`src/rtl/imm_pkg.sv`:
```
// Shared format codes, opcode constants and the pure decode/extend helpers
// for the pipelined immediate generator.
package imm_pkg;

    localparam logic [2:0] FMT_I   = 3'b000;
    localparam logic [2:0] FMT_S   = 3'b001;
    localparam logic [2:0] FMT_B   = 3'b010;
    localparam logic [2:0] FMT_J   = 3'b011;
    localparam logic [2:0] FMT_U   = 3'b100;
    localparam logic [2:0] FMT_Z   = 3'b101;
    localparam logic [2:0] FMT_SH  = 3'b110;
    localparam logic [2:0] FMT_ILL = 3'b111;

    localparam logic [6:0] OP_IMM    = 7'b0010011;
    localparam logic [6:0] OP_LOAD   = 7'b0000011;
    localparam logic [6:0] OP_JALR   = 7'b1100111;
    localparam logic [6:0] OP_STORE  = 7'b0100011;
    localparam logic [6:0] OP_BRANCH = 7'b1100011;
    localparam logic [6:0] OP_JAL    = 7'b1101111;
    localparam logic [6:0] OP_LUI    = 7'b0110111;
    localparam logic [6:0] OP_AUIPC  = 7'b0010111;
    localparam logic [6:0] OP_SYSTEM = 7'b1110011;

    function automatic logic [2:0] decode_fmt(input logic [31:0] instr);
        logic [2:0] f3;
        logic [2:0] fmt;
        f3  = instr[14:12];
        fmt = FMT_ILL;
        case (instr[6:0])
            OP_IMM:             fmt = (f3 == 3'b001 || f3 == 3'b101) ? FMT_SH : FMT_I;
            OP_LOAD, OP_JALR:   fmt = FMT_I;
            OP_STORE:           fmt = FMT_S;
            OP_BRANCH:          fmt = FMT_B;
            OP_JAL:             fmt = FMT_J;
            OP_LUI, OP_AUIPC:   fmt = FMT_U;
            OP_SYSTEM:          fmt = f3[2] ? FMT_Z : FMT_I;
            default:            fmt = FMT_ILL;
        endcase
        return fmt;
    endfunction

    // Always produces a 64-bit result; narrower datapaths keep the low bits,
    // which is still correct for every sign-extended format.
    function automatic logic [63:0] extend(input logic [2:0] fmt, input logic [31:0] instr,
                                           input int xlen);
        logic [63:0] r;
        r = '0;
        case (fmt)
            FMT_I:  r = {{52{instr[31]}}, instr[31:20]};
            FMT_S:  r = {{52{instr[31]}}, instr[31:25], instr[11:7]};
            FMT_B:  r = {{51{instr[31]}}, instr[31], instr[7], instr[30:25], instr[11:8], 1'b0};
            FMT_J:  r = {{43{instr[31]}}, instr[31], instr[19:12], instr[20], instr[30:21], 1'b0};
            FMT_U:  r = {{32{instr[31]}}, instr[31:12], 12'b0};
            FMT_Z:  r = {59'b0, instr[19:15]};
            FMT_SH: r = (xlen == 32) ? {59'b0, instr[24:20]} : {58'b0, instr[25:20]};
            default: r = '0;
        endcase
        return r;
    endfunction

endpackage

```
`src/rtl/imm_fmt_decode.sv`:
```
// Combinational opcode/funct3 to immediate-format decoder.
module imm_fmt_decode
    import imm_pkg::*;
(
    input  logic [31:0] instr,
    output logic [2:0]  fmt
);

    logic unused_bits;

    assign fmt         = decode_fmt(instr);
    assign unused_bits = ^{instr[31:15], instr[11:7]};

endmodule

```
`src/rtl/imm_gen_pipe.sv`:
```
// Two-stage pipelined immediate generator with valid/ready handshake,
// per-beat illegal-format flag and a saturating illegal-format counter.
module imm_gen_pipe
    import imm_pkg::*;
#(
    parameter int XLEN        = 32,
    parameter int AUTO_DECODE = 0,
    parameter int TAG_W       = 4,
    parameter int CNT_W       = 8
) (
    input  logic             clk,
    input  logic             rst,
    input  logic             in_valid,
    output logic             in_ready,
    input  logic [31:0]      instr,
    input  logic [2:0]       imm_src,
    input  logic [TAG_W-1:0] in_tag,
    output logic             out_valid,
    input  logic             out_ready,
    output logic [XLEN-1:0]  imm,
    output logic [2:0]       out_fmt,
    output logic [TAG_W-1:0] out_tag,
    output logic             out_err,
    output logic [CNT_W-1:0] err_cnt,
    input  logic             clr_cnt
);

    logic [2:0]       in_fmt;
    logic             s1_valid;
    logic [31:0]      s1_instr;
    logic [2:0]       s1_fmt;
    logic [TAG_W-1:0] s1_tag;
    logic             s1_load;
    logic             s2_load;
    logic [63:0]      ext_full;
    logic             unused_op;

    generate
        if (AUTO_DECODE != 0) begin : g_auto
            logic unused_src;
            assign unused_src = ^imm_src;
            imm_fmt_decode u_dec (
                .instr (instr),
                .fmt   (in_fmt)
            );
        end else begin : g_ext
            assign in_fmt = imm_src;
        end
    endgenerate

    // Handshake: a beat transfers on a rising edge where valid && ready. A
    // producer holds valid and payload stable until it transfers; ready never
    // looks at the same-side valid, so in_ready depends on out_ready only.
    assign s2_load  = !out_valid || out_ready;
    assign s1_load  = !s1_valid || s2_load;
    assign in_ready = s1_load;

    always_ff @(posedge clk or posedge rst) begin
        if (rst) begin
            s1_valid <= 1'b0;
        end else if (s1_load) begin
            s1_valid <= in_valid;
        end
    end

    always_ff @(posedge clk or posedge rst) begin
        if (rst) begin
            s1_instr <= '0;
            s1_fmt   <= FMT_I;
            s1_tag   <= '0;
        end else if (s1_load && in_valid) begin
            s1_instr <= instr;
            s1_fmt   <= in_fmt;
            s1_tag   <= in_tag;
        end
    end

    assign ext_full  = extend(s1_fmt, s1_instr, XLEN);
    assign unused_op = ^s1_instr[6:0];

    generate
        if (XLEN < 64) begin : g_trunc
            logic unused_hi;
            assign unused_hi = ^ext_full[63:XLEN];
        end
    endgenerate

    always_ff @(posedge clk or posedge rst) begin
        if (rst) begin
            out_valid <= 1'b0;
        end else if (s2_load) begin
            out_valid <= s1_valid;
        end
    end

    // Payload only moves with a real beat, so a stall or bubble leaves it untouched.
    always_ff @(posedge clk or posedge rst) begin
        if (rst) begin
            imm     <= '0;
            out_fmt <= FMT_I;
            out_tag <= '0;
            out_err <= 1'b0;
        end else if (s2_load && s1_valid) begin
            imm     <= ext_full[XLEN-1:0];
            out_fmt <= s1_fmt;
            out_tag <= s1_tag;
            out_err <= (s1_fmt == FMT_ILL);
        end
    end

    always_ff @(posedge clk or posedge rst) begin
        if (rst) begin
            err_cnt <= '0;
        end else if (clr_cnt) begin
            err_cnt <= '0;
        end else if (out_valid && out_ready && out_err && (err_cnt != {CNT_W{1'b1}})) begin
            err_cnt <= err_cnt + 1'b1;
        end
    end

endmodule

```
`config.mk`:
```
export PLATFORM = sky130hd
export DESIGN_NAME = imm_gen_pipe
export DESIGN_NICKNAME = d
export VERILOG_FILES = /design/src/rtl/imm_pkg.sv /design/src/rtl/imm_fmt_decode.sv /design/src/rtl/imm_gen_pipe.sv
export SDC_FILE = /design/constraint.sdc
export NUM_CORES = 1
export LEC_CHECK = 0
export CELL_PAD_IN_SITES_DETAIL_PLACEMENT = 1
export CELL_PAD_IN_SITES_GLOBAL_PLACEMENT = 1
export CORE_MARGIN = 1.5
export CORE_UTILIZATION = 41
export CTS_BUF_LIST = sky130_fd_sc_hd__clkbuf_4 sky130_fd_sc_hd__clkbuf_8 sky130_fd_sc_hd__clkbuf_16
export DETAILED_ROUTE_END_ITERATION = 8
export PLACE_DENSITY_LB_ADDON = 0.3
export SLEW_MARGIN = 20
export SYNTH_ARGS = -nofsm -noshare
export SYNTH_HDL_FRONTEND = slang
export SYNTH_HIERARCHICAL = 1
export SYNTH_SLANG_ARGS = --single-unit
```
`constraint.sdc`:
```
create_clock -name clk -period 6.9 [get_ports clk]
set_input_delay 1.38 -clock clk [delete_from_list [all_inputs] [get_ports clk]]
set_output_delay 1.38 -clock clk [all_outputs]
set_load 0.01 [all_outputs]
```
==> results.json <==
{
  "outcome": "complete, no violations",
  "diodes": 0,
  "dp_hpwl_mm": 5.81,
  "start_kind": "primary input",
  "crit_arrival_ns": 2.64,
  "htreeDepth": 3,
  "powerDensity_mw_per_mm2": 290,
  "drc": 0,
  "grt-ovfl-total": 0,
  "finalWorstSetupSlack_ns": 2.88,
  "num_io_pins": 94,
  "gp_congestion": 0.739,
  "p_int_w": 0.000992,
  "clockRootBuffer": "clkbuf_8",
  "num-fill-cells": 897,
  "pwr-share-comb_pct": 25.8,
  "placed_cell_area_mm2": 0.00456,
  "first_global_vias": 2777,
  "port_buffers": 86,
  "first_pass_iters": 5,
  "final.setup.tns_ns": 0,
  "hold_path_class": "reg -> reg",
  "grtUsageTotal_pct": 19.0,
  "post_route_cells_drive_above_1_share_pct": 16.3,
  "rows": 34,
  "drt_iter0_markers": 86,
  "num_vias": 2683,
  "cap_violations": 0,
  "fp.coreArea_mm2": 0.00864,
  "start_util_pct": 42.1,
  "clkSinkCount": 82,
  "ys_types": 37,
  "cts_setup_buffers": 0,
  "final_area_mm2": 0.00477,
  "wirelength_mm": 8.70,
  "wl_per_cell_um": 17.4,
  "p_sw_w": 0.000394,
  "rsz0062_at_grt": "no",
  "setup_viol": 0,
  "drv_slew": 0,
  "crit_fanout": 4,
  "syn_avg_cell_area_um2": 11.7,
  "worst_pin_slew_ns": 1.00,
  "syn2layout_area_growth_pct": 31.5,
  "cp-end-kind": "output port",
  "yosys.area.top_type_share_pct": 56.5,
  "fin_crit_sh_pct": 58.2,
  "grt_pass1_wl_mm": 14.2,
  "die_area_mm2": 0.00943,
  "cts_tree": "done",
  "timing.hold.ws_ns": 0.485,
  "synth_area_leaders": "dfrtp_1, mux2_2, nand2_1, a221o_1, o21ai_0",
  "drtAntennaViolNets": 0,
  "cts_resized": 0,
  "clockPowerShare_pct": 27.4,
  "p_sw_share_pct": 28.4,
  "yosysSeqAreaShare_pct": 56.5,
  "rr_worst_depth": 3,
  "clk_path_buf_depth": 2,
  "max_slew_margin_pct": 33.1,
  "syn-num-nets": 356,
  "synthesis.instances": 311,
  "p_seq_share_pct": 46.8,
  "worstSkewPairLatency_ns": 0.35,
  "antenna_found_initial": 0,
  "yosys_warnings": 6,
  "routed_via_density": 5.36,
  "die_y_um": 97.1,
  "grt_max_degree": 83,
  "path_class": "in -> out",
  "synth_top_area_cell": "dfrtp_1",
  "worst_ir_drop_vdd_mv": 0.126,
  "syn-cell-area_mm2": 0.00363,
  "postCtsHoldBufs": 0,
  "fp.dieW_um": 97.1,
  "cp.required_ns": 5.52,
  "skew_ns": 0.00917,
  "post-place-ws_ns": 2.87,
  "hold_viol": 0,
  "synth-seq-cells": 82,
  "nNetsFinal": 435,
  "synthFlopType": "dfrtp_1",
  "min_delay_path_depth": 2,
  "synth_edf_count": 0,
  "cts.clk_slew.worst_paths_ns": 0.08,
  "p_leak_nw": 2.02,
  "async_flop_share_pct": 100,
  "cts_made_buffers": 9,
  "max_freq_mhz": 249,
  "finalCriticalPeriod_ns": 4.02,
  "final_util_pct": 55.3
}
## cell usage after synthesis (all sizes together) (8+ instances only)
| master | n |
|---|---|
| o21ai | 29 |
| a221o | 11 |
| nor2 | 11 |
| a21oi | 18 |
| nand2b | 10 |
| dfrtp | 82 |
| inv | 8 |
| mux2 | 40 |
| mux2i | 9 |
| nand2 | 30 |
| buf | 16 |
## path summary, 6_finish.rpt
check                      startpoint          to  slack [ns]
max                         out_ready    in_ready        2.88
min                            imm[9]      imm[9]        0.49
max reg2reg                 s1_fmt[2]     imm[18]        4.36
min reg2reg                    imm[9]      imm[9]        0.49
max in group asynchronous         rst      imm[4]        4.84
min in group asynchronous         rst  err_cnt[6]        1.55
## worst max-delay path, stage by stage
cell and delay (ns):
clkdlybuf4s50_1 0.52, nand3b_1 0.18, clkdlybuf4s50_1 0.56
## per-layer routing
layer	share of wire [%]	GRT usage [%]	wire (µm)
met1	43	24.0	3750
met2	52	32.8	4520
met3	3.1	3.24	271
met4	1.9	6.91	163
met5	0	0	0
## per-stage QoR
stage                     total power (W)  instances
final                             0.00139        501
after global routing              0.00146        501
after CTS                         0.00140        501
after detailed placement          0.00102        487
after global placement            0.00100        487
after floorplan                  0.000823        311
## cells by family (layout without fill, tap and decap cells)
logic type	after synthesis	after routing	synth area share, %
mux	49	49	14.9
flops	82	82	56.5
buf+inv	29	111	3.51
xor+xnor	3	3	0.724
simple gates	77	77	11.5
fa+ha+maj	2	2	0.620
compound gates	69	69	12.3
## cells in the final DEF, fill, tap and decap left out, drive strengths merged
cell / instances
clkdlybuf4s50: 86
inv: 8
a22o: 5
buf: 3
dfrtp: 82
a31oi: 1
nor2: 11
nor2b: 3
o31ai: 2
maj3: 1
xor2: 3
and3: 3
mux2: 40
o21ai: 29
o21ba: 1
nor4: 1
clkinv: 1
nand4: 2
nand2: 30
nor3b: 5
mux2i: 9
ha: 1
or4: 1
nand3b: 4
clkbuf: 10
nand2b: 10
nand3: 5
a21oi: 18
a221o: 11
clkinvlp: 1
o211ai: 2
nand4b: 1
nor3: 1
bufinv: 2
## power by group through the flow
stage               Combinational, W  Clock [W]  Sequential, W
floorplan                   0.000169          0       0.000654
global placement            0.000351          0       0.000652
detailed placement          0.000363          0       0.000657
CTS                         0.000364   0.000389       0.000649
global route                0.000386   0.000410       0.000663
finish                      0.000358   0.000380       0.000648
## sequential cells by signal (all words and copies together), names as in the netlist
signal,count
imm,32
s1_instr,25
err_cnt,8
out_tag,4
s1_tag,4
out_fmt,3
s1_fmt,3
out_err,1
out_valid,1
s1_valid,1
## layout make-up
class,count,area (µm²),area share (%)
Clock inverter,4,76.3,1.60
Timing Repair Buffer,89,887,18.6
Multi-Input combinational cell,200,1460,30.5
Sequential cell,82,2050,43.0
Tap cell,108,135,2.83
Inverter,8,31.3,0.655
Clock buffer,10,138,2.88
Power figures use the tool's default switching activity.
